<file path="config.mk">
export PLATFORM = sky130hd
export DESIGN_NAME = stack_guard_ctrl
export DESIGN_NICKNAME = d
export VERILOG_FILES = /design/src/rtl/stack_guard_ctrl.sv
export SDC_FILE = /design/constraint.sdc
export NUM_CORES = 1
export LEC_CHECK = 0
export ABC_AREA = 0
export BUFFER_PORTS_ARGS = -buffer_cell sky130_fd_sc_hd__clkbuf_2
export CORE_ASPECT_RATIO = 1.2
export CORE_MARGIN = 2
export CORE_UTILIZATION = 45
export DETAILED_ROUTE_END_ITERATION = 8
export PLACE_DENSITY_LB_ADDON = 0.08
export SLEW_MARGIN = 20
export SYNTH_ARGS = -nofsm -noshare
export SYNTH_HDL_FRONTEND = slang
export SYNTH_SLANG_ARGS = --single-unit
export TNS_END_PERCENT = 5
</file>
<file path="constraint.sdc">
create_clock -name clk_i -period 7.4 [get_ports clk_i]
set_clock_uncertainty 0.15 [all_clocks]
set_input_delay 0.74 -clock clk_i [delete_from_list [all_inputs] [get_ports clk_i]]
set_output_delay 0.74 -clock clk_i [all_outputs]
set_load 0.05 [all_outputs]
</file>
<file path="src/rtl/stack_guard_ctrl.sv">
// stack_guard_ctrl: protected-stack-address buffer sequencer.
// Records sp/fp store addresses, prunes them on return and scans one entry per
// cycle on a check; a hit raises a held crash request until acknowledged.
// Build option: define STACK_GUARD_STICKY_CRASH_EN to make the crash state
// terminal until reset (crash_ack_i is then ignored).
module stack_guard_ctrl #(
  parameter int unsigned DEPTH  = 6,
  parameter int unsigned ADDR_W = 32
) (
  input  logic                         clk_i,
  input  logic                         rst_ni,
  input  logic                         en_i,
  input  logic                         flush_i,
  input  logic                         wr_valid_i,
  output logic                         wr_ready_o,
  input  logic [ADDR_W-1:0]            wr_addr_i,
  input  logic                         chk_valid_i,
  output logic                         chk_ready_o,
  input  logic [ADDR_W-1:0]            chk_addr_i,
  output logic                         chk_done_o,
  output logic                         chk_hit_o,
  input  logic                         ret_valid_i,
  output logic                         ret_ready_o,
  input  logic [ADDR_W-1:0]            ret_sp_i,
  output logic                         crash_o,
  input  logic                         crash_ack_i,
  output logic [ADDR_W-1:0]            crash_addr_o,
  output logic [$clog2(DEPTH+1)-1:0]   occupancy_o
);

  localparam int unsigned IdxW = (DEPTH > 1) ? $clog2(DEPTH) : 1;
  localparam int unsigned OccW = $clog2(DEPTH + 1);

`ifdef STACK_GUARD_STICKY_CRASH_EN
  localparam bit Sticky = 1'b1;
`else
  localparam bit Sticky = 1'b0;
`endif

  typedef enum logic [1:0] {StIdle, StScan, StAlarm} state_e;

  state_e              state_q;
  logic [DEPTH-1:0]    valid_q, valid_d;
  logic [ADDR_W-1:0]   addr_q [DEPTH];
  logic [IdxW-1:0]     wr_ptr_q, idx_q;
  logic [ADDR_W-1:0]   chk_addr_q, crash_addr_q;
  logic                chk_done_q, chk_hit_q, crash_q;
  logic [OccW-1:0]     occ_q, occ_d;
  logic                ret_hs, chk_hs, wr_hs, scan_hit;

  // Fixed-priority arbitration ret > chk > wr, only while idle.
  always_comb begin
    ret_ready_o = (state_q == StIdle);
    chk_ready_o = (state_q == StIdle) && !ret_valid_i;
    wr_ready_o  = (state_q == StIdle) && !ret_valid_i && !chk_valid_i;
    ret_hs      = ret_valid_i && ret_ready_o;
    chk_hs      = chk_valid_i && chk_ready_o;
    wr_hs       = wr_valid_i && wr_ready_o;
    scan_hit    = valid_q[idx_q] && (addr_q[idx_q] == chk_addr_q);
  end

  // Next valid vector and its population count, so occupancy tracks the same edge.
  always_comb begin
    valid_d = valid_q;
    if (ret_hs) begin
      for (int i = 0; i < DEPTH; i++) begin
        if (addr_q[i] < ret_sp_i) valid_d[i] = 1'b0;
      end
    end else if (wr_hs && en_i) begin
      valid_d[wr_ptr_q] = 1'b1;
    end
    if (state_q == StAlarm && crash_ack_i && !Sticky) valid_d = '0;
    occ_d = '0;
    for (int i = 0; i < DEPTH; i++) begin
      occ_d = occ_d + OccW'(valid_d[i]);
    end
  end

  // Control FSM with storage and registered outputs.
  always_ff @(posedge clk_i or negedge rst_ni) begin
    if (!rst_ni) begin
      state_q      <= StIdle;
      valid_q      <= '0;
      wr_ptr_q     <= '0;
      idx_q        <= '0;
      chk_addr_q   <= '0;
      crash_addr_q <= '0;
      chk_done_q   <= 1'b0;
      chk_hit_q    <= 1'b0;
      crash_q      <= 1'b0;
      occ_q        <= '0;
      for (int i = 0; i < DEPTH; i++) addr_q[i] <= '0;
    end else begin
      chk_done_q <= 1'b0;
      chk_hit_q  <= 1'b0;
      valid_q    <= valid_d;
      occ_q      <= occ_d;
      case (state_q)
        StIdle: begin
          if (ret_hs) begin
            // Pruning is fully handled by valid_d.
          end else if (chk_hs) begin
            if (en_i) begin
              chk_addr_q <= chk_addr_i;
              idx_q      <= '0;
              state_q    <= StScan;
            end else begin
              chk_done_q <= 1'b1;  // disabled guard: immediate miss
            end
          end else if (wr_hs && en_i) begin
            addr_q[wr_ptr_q] <= wr_addr_i;
            wr_ptr_q <= (wr_ptr_q == IdxW'(DEPTH - 1)) ? '0 : wr_ptr_q + 1'b1;
          end
        end
        StScan: begin
          if (flush_i) begin
            state_q <= StIdle;
          end else if (scan_hit) begin
            state_q      <= StAlarm;
            chk_done_q   <= 1'b1;
            chk_hit_q    <= 1'b1;
            crash_q      <= 1'b1;
            crash_addr_q <= chk_addr_q;
          end else if (idx_q == IdxW'(DEPTH - 1)) begin
            state_q    <= StIdle;
            chk_done_q <= 1'b1;
          end else begin
            idx_q <= idx_q + 1'b1;
          end
        end
        StAlarm: begin
          if (crash_ack_i && !Sticky) begin
            state_q      <= StIdle;
            crash_q      <= 1'b0;
            crash_addr_q <= '0;
            wr_ptr_q     <= '0;
          end
        end
        default: state_q <= StIdle;
      endcase
    end
  end

  assign chk_done_o   = chk_done_q;
  assign chk_hit_o    = chk_hit_q;
  assign crash_o      = crash_q;
  assign crash_addr_o = crash_addr_q;
  assign occupancy_o  = occ_q;

endmodule

</file>
==> metrics.txt <==
sequential power share=37.0%; CTS root buf=clkbuf_16; DPL Wire Length=42.8 mm; core area=0.0387 mm^2; clock network power share=27.4%; layout cells sized above 1=29.1%; Yosys reg bits=276; number of pins with negative max-slew slack in the final report=0; Rows=79; Critical Path AT=5.03 ns; Port Buffers=144; CTS H-tree lvls=2; register area share after synthesis=39.1%; Initial DRT Pass Iterations=5; DR iter-0 viols=849; Peak VDD IR=0.000200 V; Max clock buf depth=3; Layout area overhead=13.7%; Leak=10.3 nW; fill count=3566; Power, Total=6.39 mW; GRT Overall Usage=28.2%; die span in y=221 um; Placed Area=0.0189 mm^2; die width=185 um; CP peak stage delay=0.93 ns; drt total wl=56.9 mm; Worst path slowest cell=dfrtp_4; Final period util=64.6%; CTS sink count=276; YS warnings=0; internal power=4.03 mW; cts repair resizes=0; Reg area=0.00691 mm^2; Clk Latency, worst-skew pair=0.53 ns; # nets final=1982; power density over the cells=319 mW/mm^2; first-pass GRT wire length=85.8 mm; Worst-Margin Slew=1.02 ns; post-route ant nets=0; largest net degree at the start of global routing=163; Fmax achieved=0.209 GHz; Mean Syn Cell Area=11.4 um^2; Via density=5.89; synthesized cell area=0.0176 mm^2; Worst-path clk slew=0.06 ns; CP Cell Sequence=buf_4, mux4_2, nand3_1, o2111ai_1, nor4_1, nand4_1, nor4_4, nand2b_2, buf_12, mux2i_1; vias in the first global route=13.6k; syn nets=1843; fin area=0.0201 mm^2; total die area=0.0408 mm^2; EDFF count, synth=0; RSZ-0062 raised after global routing=false; GP Congestion=0.930; setup tns final=0 ns; DRC=0; max_cap viols=0; wire per inst=25.5 um; final hold viol count=0; initial antenna violation count=0; Synth cell types=73; Synth Flop Type=dfrtp_1; Switch Pwr=2.37 mW; Final setup viols=0; CTS tree=done; multi-input gate area in the final layout=0.0102 mm^2; IO Pins=145; post-layout min period=4.78 ns; outcome=finished clean; Gate Count Post-Synth=1547; Setup crit end kind=flop; Logic pwr share=35.6%; FFs w/ async S/R, synth=100%; relative slew slack=31.7%; Sw Share=37.0%; worst hold path type=in -> reg; routed via count=13.2k; antenna cells=0; Crit Path Category=reg -> reg; Critical Path RT=7.65 ns; startpoint type of the worst setup path=flop; Initial Util=45.5%; critical path peak fanout=45; TritonCTS buffer count=35; total gr overflow=0
-- layout make-up --
class,instances,share of cell area [%]
Multi-Input combinational cell,1139,50.6
Sequential cell,276,34.4
Clock buffer,48,5.11
Timing Repair Buffer,164,4.53
Tap cell,526,3.28
Inverter,70,1.31
Clock inverter,11,0.736
-- sequential cells by signal, summed over array words and instances, names as in the netlist --
signal / flops
crash_o: 1
valid_q: 6
chk_done_o: 1
chk_hit_o: 1
idx_q: 3
wr_ptr_q: 3
state_q: 2
occupancy_o: 3
addr_q: 192
crash_addr_o: 32
chk_addr_q: 32
-- synth_stat cells, drive strengths merged, types with 3 or more instances --
cell	count	area, um^2
dfrtp	276	6910
mux2	233	2630
ha	189	2360
mux2i	102	1020
inv	70	263
a21o	68	510
nand2	64	240
a21oi	54	270
o21ai	54	270
nor2	45	169
nand4	41	257
clkbuf	36	136
nor3	27	135
buf	26	219
nand2b	19	121
xnor2	19	166
mux4	18	405
nand3	16	80.1
nor4	16	121
o22ai	16	100
o211ai	15	113
or3	15	93.8
nor2b	14	87.6
a211oi	13	97.6
a2111oi	9	86.3
o21a	8	60.1
o2111ai	6	52.6
or4	6	45.0
nor3b	5	37.5
o22a	5	43.8
or2	5	31.3
a22oi	4	35.0
a31oi	4	25.0
and3	4	25.0
a2bb2oi	3	32.5
a31o	3	26.3
fa	3	60.1
nand3b	3	22.5
o221ai	3	26.3
o31ai	3	22.5
-- critical path, delay by kind of cell, from the launching register on --
family / cells / cell delay [ns]
simple gates: 5 / 1.64
compound gates: 1 / 0.19
buf+inv: 2 / 0.86
mux: 2 / 0.80
flops: 1 / 0.93
-- cells by family (layout without fill, tap and decap cells) --
family / count (synthesis) / after routing / synth area share [%]
flops: 276 / 276 / 39.1
simple gates: 290 / 290 / 8.79
buf+inv: 132 / 293 / 3.50
mux: 353 / 353 / 23.0
compound gates: 285 / 285 / 10.9
xor+xnor: 19 / 19 / 0.943
fa+ha+maj: 192 / 192 / 13.7
-- routing by layer --
layer	GRT usage, %	up-vias	share of wire [%]
li1	-	6095	-
met1	36.2	6646	42
met2	48.2	331	49
met3	3.72	97	4.3
met4	10.7	0	3.9
met5	0	-	0
-- per-stage QoR --
stage          cells  hold slack (ns)  setup slack (ns)  util, %
2_1_floorplan   1547            0.294              1.55        -
3_3_place_gp    2173            0.318              2.42     48.7
3_5_place_dp    2174            0.333              2.38     48.8
4_1_cts         2234            0.262              2.67     51.8
5_1_grt         2234            0.288              2.39     51.8
6_report        2234            0.273              2.62     51.8
-- cell usage in the layout (no fill, tap or decap), drive strengths merged, types with 5 or more instances in the layout --
master | synthesis | final
a2111oi | 9 | 9
a211oi | 13 | 13
a21o | 68 | 68
a21oi | 54 | 54
buf | 26 | 20
clkbuf | 36 | 191
dfrtp | 276 | 276
ha | 189 | 189
inv | 70 | 72
mux2 | 233 | 233
mux2i | 102 | 102
mux4 | 18 | 18
nand2 | 64 | 64
nand2b | 19 | 19
nand3 | 16 | 16
nand4 | 41 | 41
nor2 | 45 | 45
nor2b | 14 | 14
nor3 | 27 | 27
nor3b | 5 | 5
nor4 | 16 | 16
o2111ai | 6 | 6
o211ai | 15 | 15
o21a | 8 | 8
o21ai | 54 | 54
o22a | 5 | 5
o22ai | 16 | 16
or2 | 5 | 5
or3 | 15 | 15
or4 | 6 | 6
xnor2 | 19 | 19
-- power groups by stage --
stage	Combinational, mW	Clock [mW]	Sequential, mW
final	2.27	1.75	2.37
after global routing	2.49	1.85	2.41
after CTS	2.27	1.79	2.36
after detailed placement	2.25	0	2.39
after global placement	2.21	0	2.38
after floorplan	1.65	0	2.13
-- what timing repair did --
action	in CTS	in global routing
setup buffers	0	0
endpoints found under the hold margin	48	0
hold buffers	1	0
-- final timing paths --
kind	to	startpoint	slack [ns]	cells after the start
max in group asynchronous	addr_q[145]	rst_ni	5.25	3
max reg2reg	crash_addr_o[31]	idx_q[0]	2.62	10
min in group asynchronous	addr_q[61]	rst_ni	0.57	2
max	crash_addr_o[31]	idx_q[0]	2.62	10
min	state_q[1]	crash_ack_i	0.27	2
min reg2reg	crash_o	crash_o	0.34	2
Note: power is estimated with default switching activity, not from simulation.
